**config.mk**
```make
export PLATFORM = sky130hd
export DESIGN_NAME = mem_arbiter
export DESIGN_NICKNAME = d
export VERILOG_FILES = /design/src/rtl/mem_arbiter.sv
export SDC_FILE = /design/constraint.sdc
export NUM_CORES = 1
export LEC_CHECK = 0
export ABC_AREA = 1
export BUFFER_PORTS_ARGS = -buffer_cell sky130_fd_sc_hd__clkbuf_2
export CELL_PAD_IN_SITES_DETAIL_PLACEMENT = 1
export CELL_PAD_IN_SITES_GLOBAL_PLACEMENT = 1
export CORE_UTILIZATION = 31
export DETAILED_ROUTE_END_ITERATION = 6
export PLACE_DENSITY_LB_ADDON = 0.2
export SYNTH_ARGS = -nofsm -noshare
export SYNTH_HDL_FRONTEND = slang
export SYNTH_SLANG_ARGS = --single-unit
export TNS_END_PERCENT = 20
```
**constraint.sdc**
```tcl
create_clock -name clk -period 1.7 [get_ports clk]
set_clock_uncertainty 0.1 [all_clocks]
set_input_delay 0.34 -clock clk [delete_from_list [all_inputs] [get_ports clk]]
set_output_delay 0.34 -clock clk [all_outputs]
set_load 0.05 [all_outputs]
```
**src/rtl/mem_arbiter.sv**
```systemverilog
// mem_arbiter: two-master round-robin arbiter for a single-port synchronous-read RAM.
// Serialises CPU (m0) and debug/loader (m1) accesses. Each transaction takes one
// ACCESS cycle (RAM samples address/write) and one RESP cycle (ack pulse). Read
// data is captured on the edge that leaves RESP.
//
// Ports:
//   clk, reset            clock (rising edge), synchronous active-high reset
//   m0_cmd/addr/wdata     master 0 request (cmd 01 read, 11 write, x0 idle)
//   m0_rdata, m0_ack      master 0 registered read data, one-cycle completion pulse
//   m1_cmd/addr/wdata     master 1 request, same encoding
//   m1_rdata, m1_ack      master 1 registered read data, one-cycle completion pulse
//   ram_addr/wdata/write  registered RAM control
//   ram_rdata             RAM read data, valid the cycle after the address
//   grant                 one-hot owner of the current transaction, 00 when idle
//   busy                  high in ACCESS and RESP
module mem_arbiter #(
    parameter int unsigned ADDR_W = 9,
    parameter int unsigned DATA_W = 16
) (
    input  logic              clk,
    input  logic              reset,
    input  logic [1:0]        m0_cmd,
    input  logic [ADDR_W-1:0] m0_addr,
    input  logic [DATA_W-1:0] m0_wdata,
    output logic [DATA_W-1:0] m0_rdata,
    output logic              m0_ack,
    input  logic [1:0]        m1_cmd,
    input  logic [ADDR_W-1:0] m1_addr,
    input  logic [DATA_W-1:0] m1_wdata,
    output logic [DATA_W-1:0] m1_rdata,
    output logic              m1_ack,
    output logic [ADDR_W-1:0] ram_addr,
    output logic [DATA_W-1:0] ram_wdata,
    output logic              ram_write,
    input  logic [DATA_W-1:0] ram_rdata,
    output logic [1:0]        grant,
    output logic              busy
);

    typedef enum logic [1:0] {
        IDLE   = 2'd0,
        ACCESS = 2'd1,
        RESP   = 2'd2
    } state_t;

    state_t state;
    state_t state_nxt;

    // ptr holds the index of the last granted master
    logic ptr;
    logic ptr_nxt;
    // remembers whether the transaction in flight is a write (ram_write drops after ACCESS)
    logic op_write;
    logic op_write_nxt;

    logic              cand0;
    logic              cand1;
    logic              launch;
    logic              win1;
    logic [1:0]        win_cmd;
    logic [ADDR_W-1:0] win_addr;
    logic [DATA_W-1:0] win_wdata;

    logic [ADDR_W-1:0] ram_addr_nxt;
    logic [DATA_W-1:0] ram_wdata_nxt;
    logic              ram_write_nxt;
    logic [1:0]        grant_nxt;
    logic              busy_nxt;
    logic              m0_ack_nxt;
    logic              m1_ack_nxt;
    logic [DATA_W-1:0] m0_rdata_nxt;
    logic [DATA_W-1:0] m1_rdata_nxt;

    // Arbitration: in RESP the owner's held cmd is masked so it is not re-issued
    always_comb begin
        cand0 = 1'b0;
        cand1 = 1'b0;
        case (state)
            IDLE: begin
                cand0 = m0_cmd[0];
                cand1 = m1_cmd[0];
            end
            RESP: begin
                cand0 = m0_cmd[0] & ~grant[0];
                cand1 = m1_cmd[0] & ~grant[1];
            end
            default: begin
                cand0 = 1'b0;
                cand1 = 1'b0;
            end
        endcase
        launch    = cand0 | cand1;
        // on a tie the master other than the last winner gets the grant
        win1      = cand1 & (~cand0 | ~ptr);
        win_cmd   = win1 ? m1_cmd   : m0_cmd;
        win_addr  = win1 ? m1_addr  : m0_addr;
        win_wdata = win1 ? m1_wdata : m0_wdata;
    end

    // State register
    always_ff @(posedge clk) begin
        if (reset) begin
            state <= IDLE;
        end else begin
            state <= state_nxt;
        end
    end

    // Next-state logic
    always_comb begin
        state_nxt = IDLE;
        case (state)
            IDLE:    state_nxt = launch ? ACCESS : IDLE;
            ACCESS:  state_nxt = RESP;
            RESP:    state_nxt = launch ? ACCESS : IDLE;
            default: state_nxt = IDLE;
        endcase
    end

    // Output logic: next values of the registered outputs
    always_comb begin
        ram_addr_nxt  = ram_addr;
        ram_wdata_nxt = ram_wdata;
        ram_write_nxt = 1'b0;
        grant_nxt     = grant;
        busy_nxt      = busy;
        m0_ack_nxt    = 1'b0;
        m1_ack_nxt    = 1'b0;
        m0_rdata_nxt  = m0_rdata;
        m1_rdata_nxt  = m1_rdata;
        ptr_nxt       = ptr;
        op_write_nxt  = op_write;

        // read data is captured on the edge leaving RESP
        if (state == RESP && !op_write) begin
            if (grant[0]) m0_rdata_nxt = ram_rdata;
            if (grant[1]) m1_rdata_nxt = ram_rdata;
        end

        case (state)
            ACCESS: begin
                busy_nxt   = 1'b1;
                m0_ack_nxt = grant[0];
                m1_ack_nxt = grant[1];
            end
            default: begin
                if (launch) begin
                    ram_addr_nxt  = win_addr;
                    ram_wdata_nxt = win_wdata;
                    ram_write_nxt = (win_cmd == 2'b11);
                    op_write_nxt  = (win_cmd == 2'b11);
                    grant_nxt     = win1 ? 2'b10 : 2'b01;
                    busy_nxt      = 1'b1;
                    ptr_nxt       = win1;
                end else begin
                    grant_nxt = 2'b00;
                    busy_nxt  = 1'b0;
                end
            end
        endcase
    end

    // Output and bookkeeping registers
    always_ff @(posedge clk) begin
        if (reset) begin
            ram_addr  <= '0;
            ram_wdata <= '0;
            ram_write <= 1'b0;
            grant     <= 2'b00;
            busy      <= 1'b0;
            m0_ack    <= 1'b0;
            m1_ack    <= 1'b0;
            m0_rdata  <= '0;
            m1_rdata  <= '0;
            ptr       <= 1'b1;
            op_write  <= 1'b0;
        end else begin
            ram_addr  <= ram_addr_nxt;
            ram_wdata <= ram_wdata_nxt;
            ram_write <= ram_write_nxt;
            grant     <= grant_nxt;
            busy      <= busy_nxt;
            m0_ack    <= m0_ack_nxt;
            m1_ack    <= m1_ack_nxt;
            m0_rdata  <= m0_rdata_nxt;
            m1_rdata  <= m1_rdata_nxt;
            ptr       <= ptr_nxt;
            op_write  <= op_write_nxt;
        end
    end

endmodule

```
After elaboration in Yosys (flattened, before gate mapping)
Index checks and enable logic that the tools add are counted.
{"block": "classes", "eq_ne": 3, "n_mux": 11, "bitwise_logic": 11, "reduce_logical": 9}
{"cell": "16-bit 2-to-1 mux", "count": 1}
{"cell": "9-bit 2-to-1 mux", "count": 1}
{"cell": "2-bit 2-to-1 mux", "count": 3}
{"cell": "1-bit inverter", "count": 6}
{"cell": "2-bit AND reduction", "count": 3}
{"cell": "2-bit equality test (second input constant)", "count": 2}
{"cell": "1-bit one-hot mux with 2 select lines", "count": 2}
{"cell": "2-bit one-hot mux with 2 select lines", "count": 1}
{"cell": "2-bit OR reduction", "count": 2}
{"cell": "1-bit bitwise AND", "count": 3}
{"cell": "1-bit 2-to-1 mux", "count": 3}
{"cell": "3-bit OR reduction", "count": 1}
{"cell": "2-bit by 1-bit equality test with 1-bit output (second input constant)", "count": 1}
{"cell": "2-bit zero test", "count": 1}
{"cell": "1-bit OR", "count": 2}
{"cell": "1-bit logical AND", "count": 1}
{"cell": "1-bit zero test", "count": 1}
{"block": "totals", "regBits": 67, "in_bits": 72, "out_inout_bits": 63, "elab_cells": 46}

Depth between registers and ports, before layout
{"block": "logic_depth", "depth_word": 8, "mapped_depth": 10, "ltp_nobuf": 8}

Least setup slack after synthesis
Ideal clock, no wire load.
{"block": "synth_timing", "kind": "reg2reg", "start": "reg grant[1]", "end": "reg ram_addr[5]", "setup_ns": 0.056, "arrival_ns": 1.481, "required_time_ns": 1.544, "slack_ns": 0.063, "path_stages_with_launch": 11, "path_buffers": 2, "synth_period_minus_slack_ns": 1.637, "cell_sequence": "dfxtp_1 nand2_1 nand3_4 nand2_4 inv_2 buf_6 buf_12 nand2_4 nand3_2 nand2_1 inv_1"}
{"block": "synth_via", "elab_chain_cells": 5, "elab_cells_between_ends": 7, "classes_between": "2 x mux; 4 x bitwise; 1 x reduce/logical"}
{"item": "from (decl)", "line_no": "36", "rtl": "output logic [1:0] grant,"}
{"item": "from (signal assigned)", "line_no": "181", "rtl": "grant <= grant_nxt;"}
{"item": "1-bit inverter (*)", "line_no": "85", "rtl": "cand1 = m1_cmd[0] & ~grant[1];"}
{"item": "1-bit bitwise AND (*)", "line_no": "85"}
{"item": "1-bit one-hot mux with 2 select lines (*)", "line_no": "78", "rtl": "case (state)"}
{"item": "1-bit bitwise AND / 1-bit OR (equally long branches)", "line_no": "94, 92"}
{"item": "9-bit 2-to-1 mux / 2-bit AND reduction (equally long branches)"}
{"item": "to (signal assigned)", "line_no": "178", "rtl": "ram_addr <= ram_addr_nxt;"}
{"item": "to (decl)", "line_no": "32", "rtl": "output logic [ADDR_W-1:0] ram_addr,"}
Every way passes the cells marked *; elsewhere a longest branch is shown, timed or not.
A chain may end at the register's enable or synchronous reset.

Final worst setup path
{"block": "layout_timing", "start": "reg state[1]", "end": "reg ram_wdata[13]"}
{"block": "layout_via", "elab_chain_cells": 6, "elab_cells_between_ends": 12, "classes_between": "2 x eq/ne; 3 x mux; 5 x bitwise; 2 x reduce/logical"}
{"item": "from (decl)", "line_no": "46", "rtl": "state_t state;"}
{"item": "from (signal assigned)", "line_no": "105", "rtl": "state <= state_nxt;"}
{"item": "2-bit equality test / 2-bit zero test (equally long branches)", "line_no": "78"}
{"item": "1-bit one-hot mux with 2 select lines", "line_no": "78"}
{"item": "1-bit inverter", "line_no": "94", "rtl": "win1 = cand1 & (~cand0 | ~ptr);"}
{"item": "1-bit OR", "line_no": "94"}
{"item": "1-bit bitwise AND", "line_no": "94"}
{"item": "16-bit 2-to-1 mux", "line_no": "97", "rtl": "win_wdata = win1 ? m1_wdata : m0_wdata;"}
{"item": "to (signal assigned)", "line_no": "179", "rtl": "ram_wdata <= ram_wdata_nxt;"}
{"item": "to (decl)", "line_no": "33", "rtl": "output logic [DATA_W-1:0] ram_wdata,"}
Parallel ways exist; a longest one is shown, timed or not.

==> flow_summary.toml <==
[worst_setup_path]
path_max_fanout = 22
critPathCaptureType = "flop"
start_kind = "flop"
cp.required_ns = 1.88
rr_endpoint = "ram_wdata[13]"
rr_worst_depth = 9
r2r-start = "state[1]"
worstPathArrival_ns = 1.72
crit_type = "flop to flop"
reg2reg_slack_ns = 0.16

[logic_synthesis]
ys_seq_area_share_pct = 47.5
synth_top_area_share_pct = 47.5
syn_area_per_cell_sq_um = 7.48
ys_ff_latch = 67
synth.largest_area_cell = "dfxtp_1"
synth_area_sq_um = 2830
ys_warn_count = 0
syn_nets = 450
yosys-top-cells-area = "dfxtp_1 (47%), nor2_1 (12%), nand2_1 (9.2%)"
synth.distinct_cells = 23
synthCells = 378

[clock_network]
clk_path_buf_depth = 2
clk_pin_slew_ns = 0.08
cts_num_sinks = 67
cts_inserted_buffers = 9
cts_hold_buf = 0
htree_levels = 3
cts-root-buf = "clkbuf_8"
cts_tree = "done"
clk_latency_ns = 0.33
post_cts.repair.setup_buffers = 0
cts_resized = 0

[power_and_ir_drop]
total_power_uw = 3820
peakVddDrop_uv = 385
pwr-share-seq_pct = 45.3
p_leak_uw = 0.00202
switching_power_uw = 1360
power.density_nw_per_um2 = 1020
pwr-share-comb_pct = 23.2
p_int_uw = 2450
p_sw_share_pct = 35.7
p_clk_share_pct = 31.5

[sta]
setup_viol = 0
fin_setup_tns_ns = 0
slew_headroom_pct = 80.3
tightest_slew_ns = 0.295
min_period_ns = 1.54
rsz0062_at_grt = "false"
fin_crit_sh_pct = 90.4
timing.hold.ws_ns = 0.0980
slew_viol_final = 0
fmax_mhz = 651
setup_slack_ns = 0.163
hold_viol_final = 0

[grt]
grt_pass1_vias = 2917
grt_pass1_wl_mm = 13.8
grt_usage_pct = 17.8
grt_antenna_before_repair = 0
overflow = 0
grt_max_degree = 49

[min_path]
min_from = "m0_wdata[12]"
hold_depth = 3
hp-class = "primary input to flop"
hold-path-endpoint = "ram_wdata[12]"

[route]
drtIter0Drc = 51
first_pass_iters = 4
drc = 0
wl_per_cell_um = 13.3
viasPerCell = 4.52
drt-total-wl_mm = 8.30
drt.antenna.violating_nets = 0
vias = 2824

[floorplan]
die_area_sq_um = 9500
initial_utilization_pct = 32.3
ioPinCount = 135
num_rows = 34
die_w_um = 97.5
core_sq_um = 8760
die_h_um = 97.5

[job]
maxCapViolations = 0

[cells_and_area]
post-route-util_pct = 42.6
drive_above_1_share_pct = 36.2
nFillCells = 1159
n_antenna_cell = 0
area.growth.synth_to_final_pct = 32.2
fin_nets = 584

[placement]
io_buffers = 134
post-dp-hpwl_mm = 6.15
dp_slack_ns = 0.162
gp_congestion = 0.684

[status]
status = "finished clean"
## registers in the layout, indices dropped and copies added, names as in the netlist, 2 cells and up
name / flops
m0_rdata: 16
m1_rdata: 16
ram_wdata: 16
ram_addr: 9
grant: 2
state: 2
## logic make-up (layout without fill, tap and decap cells)
family	after synthesis	in the layout	synth area share, %
flops	67	67	47.5
compound gates	41	41	7.35
simple gates	218	218	35.2
buf+inv	52	191	10.0
## worst max-delay path by stage
stage | from | end | slack, ns | cells past startpoint
2_1_floorplan | grant[1] | ram_addr[5] | 0.06 | 10
3_3_place_gp | m0_cmd[0] | op_write | 0.20 | 7
3_5_place_dp | m0_cmd[0] | ram_wdata[11] | 0.16 | 9
4_1_cts | state[1] | op_write | 0.14 | 8
5_1_grt | state[1] | ram_addr[8] | 0.03 | 9
6_report | state[1] | ram_wdata[13] | 0.16 | 9
## critical path: stages (launching register included)
cell and delay [ns]:
dfxtp_1 0.41, nand2_1 0.12, nand3_4 0.10, nand2_4 0.09
inv_2 0.18, buf_12 0.20, nand2_1 0.07, o21ai_0 0.08
nand2_1 0.08, nand2_1 0.06
## metal layers
metal | part of all wire, % | track usage, % | vias up
met5 | 0 | 0 | -
met4 | 1.0 | 4.75 | 0
met3 | 6.1 | 4.68 | 9
met2 | 48 | 30.5 | 80
met1 | 45 | 22.1 | 1294
li1 | - | - | 1441
## cells in the mapped netlist (all sizes together)
cell type and count:
buf 16, clkbuf 3, dfxtp 67, inv 33, nand2 76, nand3 34
nand4 1, nor2 107, o21ai 39, o22ai 2
## cell type report
| cell class | count | area [sq um] | share of cell area (%) |
|---|---|---|---|
| Multi-Input combinational cell | 259 | 1200 | 32.2 |
| Timing Repair Buffer | 142 | 756 | 20.2 |
| Inverter | 33 | 126 | 3.38 |
| Sequential cell | 67 | 1340 | 35.9 |
| Clock buffer | 9 | 124 | 3.31 |
| Tap cell | 108 | 135 | 3.62 |
| Clock inverter | 7 | 52.6 | 1.41 |
## placed cells by master, fill, tap and decap left out
cell type   instances
inv_6               2
inv_1              28
nand2_1            69
nand3_2             2
clkbuf_8            9
dfxtp_1            67
clkinvlp_4          4
o22ai_1             2
nor2_4              3
nand2_4             3
nand4_4             1
buf_12              2
nand3_4             1
inv_2               4
clkbuf_2          134
nand2_2             3
buf_4               6
clkinv_2            1
nor2_1             94
inv_4               1
o21ai_0            39
nor2_2             10
nand3_1            31
nand2_8             1
## metrics by stage
stage / cell area [sq um] / instances
after floorplan: 2830 / 378
after global placement: 3560 / 609
after detailed placement: 3560 / 609
after CTS: 3740 / 625
after global routing: 3740 / 625
final: 3740 / 625
## power by group through the flow
stage / sequential, uW / combinational, uW / clock (uW)
3_5_place_dp: 1760 / 898 / 0
6_report: 1730 / 886 / 1200
3_3_place_gp: 1760 / 883 / 0
5_1_grt: 1740 / 962 / 1330
2_1_floorplan: 2070 / 335 / 0
4_1_cts: 1730 / 900 / 1250
(Power assumes the default switching activity.)
